### src/rtl/pipe_skid_reg.sv
// Pipeline stage register with a valid/ready handshake and a one-entry skid buffer.
// in_ready and out_valid come straight from state flops, so neither handshake path is combinational.
module pipe_skid_reg #(
  parameter int                 DATA_W     = 104,
  parameter logic [DATA_W-1:0]  RST_VAL    = '0,
  parameter logic [DATA_W-1:0]  BUBBLE_VAL = '0,
  parameter int                 CNT_W      = 16
) (
  input  logic              clk,
  input  logic              rstn,
  input  logic              flush,
  input  logic              cnt_clr,
  input  logic              in_valid,
  output logic              in_ready,
  input  logic [DATA_W-1:0] in_data,
  output logic              out_valid,
  input  logic              out_ready,
  output logic [DATA_W-1:0] out_data,
  output logic [CNT_W-1:0]  stall_cnt
);

  typedef enum logic [1:0] {
    EMPTY = 2'd0,
    ONE   = 2'd1,
    TWO   = 2'd2
  } state_t;

  localparam logic [CNT_W-1:0] CNT_MAX = {CNT_W{1'b1}};

  state_t              r_state;
  state_t              w_state_nxt;
  logic [DATA_W-1:0]   r_main_data;
  logic [DATA_W-1:0]   r_skid_data;
  logic [CNT_W-1:0]    r_stall_cnt;

  logic                w_accept;
  logic                w_take;
  logic                w_stall;
  logic                w_main_load;
  logic                w_main_from_skid;
  logic                w_skid_load;

  // rstn gates in_ready so nothing upstream sees a handshake while the stage is held in reset.
  assign in_ready  = rstn && (r_state != TWO);
  assign out_valid = (r_state != EMPTY);
  assign out_data  = r_main_data;
  assign stall_cnt = r_stall_cnt;

  assign w_accept = in_valid && in_ready;
  assign w_take   = out_valid && out_ready;
  assign w_stall  = out_valid && !out_ready;

  // NOTE: every signal written here gets a default first, otherwise an unassigned path infers a latch.
  always_comb begin
    w_state_nxt      = r_state;
    w_main_load      = 1'b0;
    w_main_from_skid = 1'b0;
    w_skid_load      = 1'b0;
    case (r_state)
      EMPTY: begin
        if (w_accept) begin
          w_main_load = 1'b1;
          w_state_nxt = ONE;
        end
      end
      ONE: begin
        if (w_accept && w_take) begin
          w_main_load = 1'b1;
        end else if (w_accept) begin
          w_skid_load = 1'b1;
          w_state_nxt = TWO;
        end else if (w_take) begin
          w_state_nxt = EMPTY;
        end
      end
      TWO: begin
        if (w_take) begin
          w_main_load      = 1'b1;
          w_main_from_skid = 1'b1;
          w_state_nxt      = ONE;
        end
      end
      default: w_state_nxt = EMPTY;
    endcase
  end

  // NOTE: state is updated with non-blocking assignments so every flop samples pre-edge values.
  always_ff @(posedge clk) begin
    if (!rstn) begin
      r_state     <= EMPTY;
      r_main_data <= RST_VAL;
    end else if (flush) begin
      r_state     <= EMPTY;
      r_main_data <= BUBBLE_VAL;
    end else begin
      r_state <= w_state_nxt;
      if (w_main_load) begin
        r_main_data <= w_main_from_skid ? r_skid_data : in_data;
      end
    end
  end

  // NOTE: the skid payload has no reset; it is only ever read while r_state == TWO.
  always_ff @(posedge clk) begin
    if (w_skid_load) begin
      r_skid_data <= in_data;
    end
  end

  always_ff @(posedge clk) begin
    if (!rstn) begin
      r_stall_cnt <= '0;
    end else if (cnt_clr) begin
      r_stall_cnt <= '0;
    end else if (w_stall && (r_stall_cnt != CNT_MAX)) begin
      r_stall_cnt <= r_stall_cnt + 1'b1;
    end
  end

endmodule

### config.mk
export PLATFORM = sky130hd
export DESIGN_NAME = pipe_skid_reg
export DESIGN_NICKNAME = d
export VERILOG_FILES = /design/src/rtl/pipe_skid_reg.sv
export SDC_FILE = /design/constraint.sdc
export NUM_CORES = 1
export LEC_CHECK = 0
export BUFFER_PORTS_ARGS = -buffer_cell sky130_fd_sc_hd__buf_2
export CORE_MARGIN = 3
export CORE_UTILIZATION = 39
export DETAILED_ROUTE_END_ITERATION = 8
export HOLD_SLACK_MARGIN = 0.08
export SYNTH_ARGS = -nofsm -noshare
export SYNTH_HDL_FRONTEND = slang
export SYNTH_SLANG_ARGS = --single-unit
### constraint.sdc
create_clock -name clk -period 5 [get_ports clk]
set_clock_uncertainty 0.15 [all_clocks]
set_input_delay 0.25 -clock clk [delete_from_list [all_inputs] [get_ports clk]]
set_output_delay 0.25 -clock clk [all_outputs]
set_load 0.02 [all_outputs]
# After elaboration in Yosys (flattened, before gate mapping)
# Index checks and enable logic that the tools add are counted.
totals:
  register_bits: 226
  inputBits: 110
  out_inout_bits: 122
op_classes:
  n_reduce_logical: 12
  eq_ne: 8
  n_bitwise: 1
  mux: 14
  add_sub_neg: 1
ops:
  columns: ["operator", "count"]
  rows:
  - ["$mux 104", 1]
  - ["$add 16x1->16 const B", 1]
  - ["$ne 16x16->1 const B", 1]
  - ["$mux 2", 5]
  - ["$ne 2x2->1 const B", 4]
  - ["$logic_and 1x1->1", 6]
  - ["$mux 1", 6]
  - ["$pmux 2 s3", 1]
  - ["$reduce_and 4->1", 1]
  - ["$reduce_or 2->1", 2]
  - ["$ne 3x3->1 const B", 1]
  - ["$pmux 1 s3", 1]
  - ["$eq 2x1->1 const B", 1]
  - ["$eq 2x2->1 const B", 1]
  - ["$logic_not 2->1", 1]
  - ["$reduce_bool 2->1", 1]
  - ["$logic_not 1->1", 1]
  - ["$not 1->1", 1]

# Longest topological paths before layout
logic_depth:
  word_depth: 6
  depth_mapped: 9
  mapped_depth_nobuf: 5

# Least setup slack after synthesis
# No wires, ideal clock.
synth_timing:
  path_type: "register to register"
  start: "reg r_state[1]"
  end: "reg r_skid_data[0], enable pin"
  n_path_buf: 1
  required_ps: 4374
  period_less_slack_ps: 3695
  arrival_ps: 3069
  setup_time_ps: 476
  stages_incl_launch_ff: 4
  slack_ps: 1305
  cell_sequence: "dfxtp_1 -> buf_2 -> nor2b_1 -> and3_1"
synth_between:
  elab_chain_len: 6
synth_lines:
  columns: ["item", "line_no", "text"]
  rows:
  - ["start, declared", "30", "state_t r_state;"]
  - ["start signal, assigned", "96", "r_state <= w_state_nxt;"]
  - ["$ne 2x2->1", "44", "assign in_ready = rstn && (r_state != TWO);"]
  - ["$logic_and 1x1->1", "44", null]
  - ["$logic_and 1x1->1", "49", "assign w_accept = in_valid && in_ready;"]
  - ["$mux 1 or $logic_and 1x1->1 (tied branches)", "69, 67", null]
  - ["$mux 1", "67", "if (w_accept && w_take) begin"]
  - ["$mux 1 (*)", "59", "case (r_state)"]
  - ["named net w_skid_load", "41", "logic w_skid_load;"]
  - ["end signal, assigned", "106", "r_skid_data <= in_data;"]
  - ["end, declared", "33", "logic [DATA_W-1:0] r_skid_data;"]
# Mark *: on every way through the listed nets, which the timed path passes. The rest lies on a longest branch.
# A chain may end at the register's enable or synchronous reset.

# Final worst setup path
layout_timing:
  start: "reg r_state[0]"
  end: "reg r_skid_data[35], enable pin"
# Same word-level chain as after synthesis.

==> metrics.yaml <==
outcome: "complete, no violations"
worstPathCellList: "nor2b_1, and3_4, buf_4"
drt_iter0_markers: 291
insertion_delay_ps: 500
regArea_um2: 5570
worst_setup_path_start_kind: "flop"
setup_violations: 0
syn2layout_area_growth_pct: 36.0
maxCapViolCount: 0
row_count: 54
place.gp.congestion: 0.729
grt_util_all_layers: 0.168
synth_top_family_by_area: "compound AO/OA/AOI/OAI gates"
clk_path_buf_depth: 3
drive_gt1_frac: 0.295
hpwl_um: 12600
ys_types: 40
avgSynthCellArea_um2: 12.8
synth-simple-area-share: 0.0844
ctsRootBufferMaster: "clkbuf_16"
final_nets: 1116
synth_compound_area_frac: 0.125
critical_path_class: "flop to flop"
report.final.slew_viol_count: 0
wl_per_cell_um: 16.2
initial_utilization: 0.400
holdPathStages: 3
dpl.cell_count: 1150
max_stage_delay_ps: 690
max_slew_margin: 0.383
synthXorXnorAreaFrac: 0
synth_top_area_cell: "edfxtp_1"
worstPathRequired_ps: 5000
worst_setup_path_end_kind: "flop"
fin_crit_sh: 0.506
yosysWarningCount: 0
synth.area.top_cells: "edfxtp_1 35%, dfxtp_1 28%, mux2i_1 12%"
final_cells: 1303
antennaDiodeCount: 0
holdCritPathClass: "input port to flop"
final.fill_count: 1915
cp.arrival_ps: 2520
synth_enable_flop_cells: 104
leakagePower_nw: 5.35
ioPinCount: 232
cts-resized-gates: 0
vias_per_cell: 4.94
critPathSlowestCell: "and3_4"
grt_setup_unrepaired: "false"
power_density_nw_per_um2: 343
synth_area_um2: 8800
synth_fa_ha_area_frac: 0.00142
die_h_um: 156
cts_buffers: 25
ys_seq_elements: 226
syn_inst: 685
multiInputGateArea_um2: 2960
path_clk_slew_ps: 60
cts.sinks: 226
min_period_ps: 2530
ir_worst_vdd_mv: 0.230
vias: 6432
worstMarginPinSlew_ps: 925
dr.pass1.iters: 4
synth_fp_nets: 796
cts_tree: "yes"
wl_um: 21100
grt_pass1_vias: 6592
core-area_um2: 22000
grt_pass1_wl_um: 34000
cp_num_cells: 3
antenna_left: 0
hold_viol_final: 0
grt_overflow: 0
synth-seq-area-share: 0.632
die_area_um2: 24400
muxShareOfSynthArea: 0.123
die_x_um: 156
ys.flop_type: "dfxtp_1"
route.detailed.drc: 0
synth_top_area_share: 0.355
async_flop_share: 0
antenna_found_initial: 0
cts-htree-levels: 1
reg2reg_depth: 3
grt_max_degree: 209
worst-r2r-setup-slack_ps: 2470
max_freq_mhz: 396
io_buffers: 231
cp_top_family: "simple AND/OR/NAND/NOR gates"
crit_fanout: 44
path_buf_inv: 1
tns_ps: 0
logic make-up (layout without fill, tap and decap cells):
family / after synthesis / count (layout)
DFF: 226 / 226
and+or+nand+nor: 159 / 159
buffers and inverters: 54 / 392
adders and majority gates: 1 / 1
muxes: 108 / 108
AOI/OAI and AO/OA: 137 / 137
final timing paths:
| path | endpoint | startpoint |
|---|---|---|
| max | r_skid_data[35]$_DFFE_PP_ | r_state[0]$_SDFFE_PP0P_ |
| min | stall_cnt[12]$_SDFFE_PP0P_ | rstn |
| max reg2reg | r_skid_data[35]$_DFFE_PP_ | r_state[0]$_SDFFE_PP0P_ |
| min reg2reg | out_data[34]$_SDFFE_PP0P_ | out_data[34]$_SDFFE_PP0P_ |
sequential cells by signal, indices dropped and copies added, names as in the netlist:
register	count
r_state	2
stall_cnt	16
out_data	104
r_skid_data	104
worst reg2reg max path: stages (launching register included):
cell	delay, ps
dfxtp_1	430
nor2b_1	340
and3_4	690
buf_4	540
metrics by stage:
stage / utilization / hold WS (ps) / area, µm² / setup WS, ps / total power [mW]
global route: 0.544 / 159 / 12000 / 2350 / 4.28
CTS: 0.544 / 129 / 12000 / 2450 / 4.15
finish: 0.544 / 153 / 12000 / 2470 / 4.11
detailed placement: 0.459 / 293 / 10100 / 2480 / 2.31
global placement: 0.459 / 291 / 10100 / 2500 / 2.31
floorplan: - / 179 / 8800 / 1300 / 2.20
layout make-up:
class / instances / share of cell area
clock buffers: 31 / 0.0558
clock inverters: 14 / 0.00982
inverters: 3 / 0.000941
multi-input cells: 405 / 0.247
flip-flops and latches: 226 / 0.465
well taps: 280 / 0.0293
repair buffers: 344 / 0.192
Yosys cell counts (2+ instances only):
library cell / n
dfxtp_1: 122
mux2i_1: 108
nor2_1: 106
edfxtp_1: 104
a211oi_1: 84
buf_2: 26
a211oi_2: 20
a21oi_1: 13
clkbuf_1: 12
o31ai_1: 10
nand2_1: 9
or4_1: 9
buf_4: 8
nand2b_1: 6
buf_6: 5
nand3_1: 5
and3_1: 3
inv_1: 3
nand4_1: 3
nor2b_1: 3
o21ai_0: 3
nand3b_1: 2
nand4_2: 2
nor4_1: 2
or3_1: 2
where the power goes:
| part | internal, mW | switching [mW] | total [mW] |
|---|---|---|---|
| sequential | 1.97 | 0.0173 | 1.99 |
| combinational | 0.159 | 0.191 | 0.350 |
| clock | 1.05 | 0.724 | 1.77 |
| total | 3.18 | 0.932 | 4.11 |
layer usage:
| metal | routed length (µm) | global-route usage | vias up |
|---|---|---|---|
| li1 | - | - | 3229 |
| met1 | 9690 | 0.230 | 2996 |
| met2 | 9640 | 0.269 | 176 |
| met3 | 1470 | 0.0445 | 31 |
| met4 | 340 | 0.0396 | 0 |
| met5 | 0 | 0 | - |
layout by cell type, fill, tap and decap left out, drive strengths merged, types with 2 or more instances in the layout:
master and instances:
o21ai 3, a21oi 13, nand3 5, nand3b 2, buf 236, and3 3, bufinv 2, mux2i 108
clkbuf 31, nand2b 6, and4 2, dfxtp 122, nand2 9, o31ai 10, nand4 5, edfxtp 104
a211oi 104, or3 2, nor2 106, dlygate4sd3 108, inv 3, or4 9, nor2b 3, clkinv 11
nor4 2
what timing repair did:
| action | CTS | global route |
|---|---|---|
| hold endpoints to repair | 214 | 0 |
| buffers inserted | 0 | 0 |
| hold buffers | 108 | 0 |
Power figures use the tool's default switching activity.
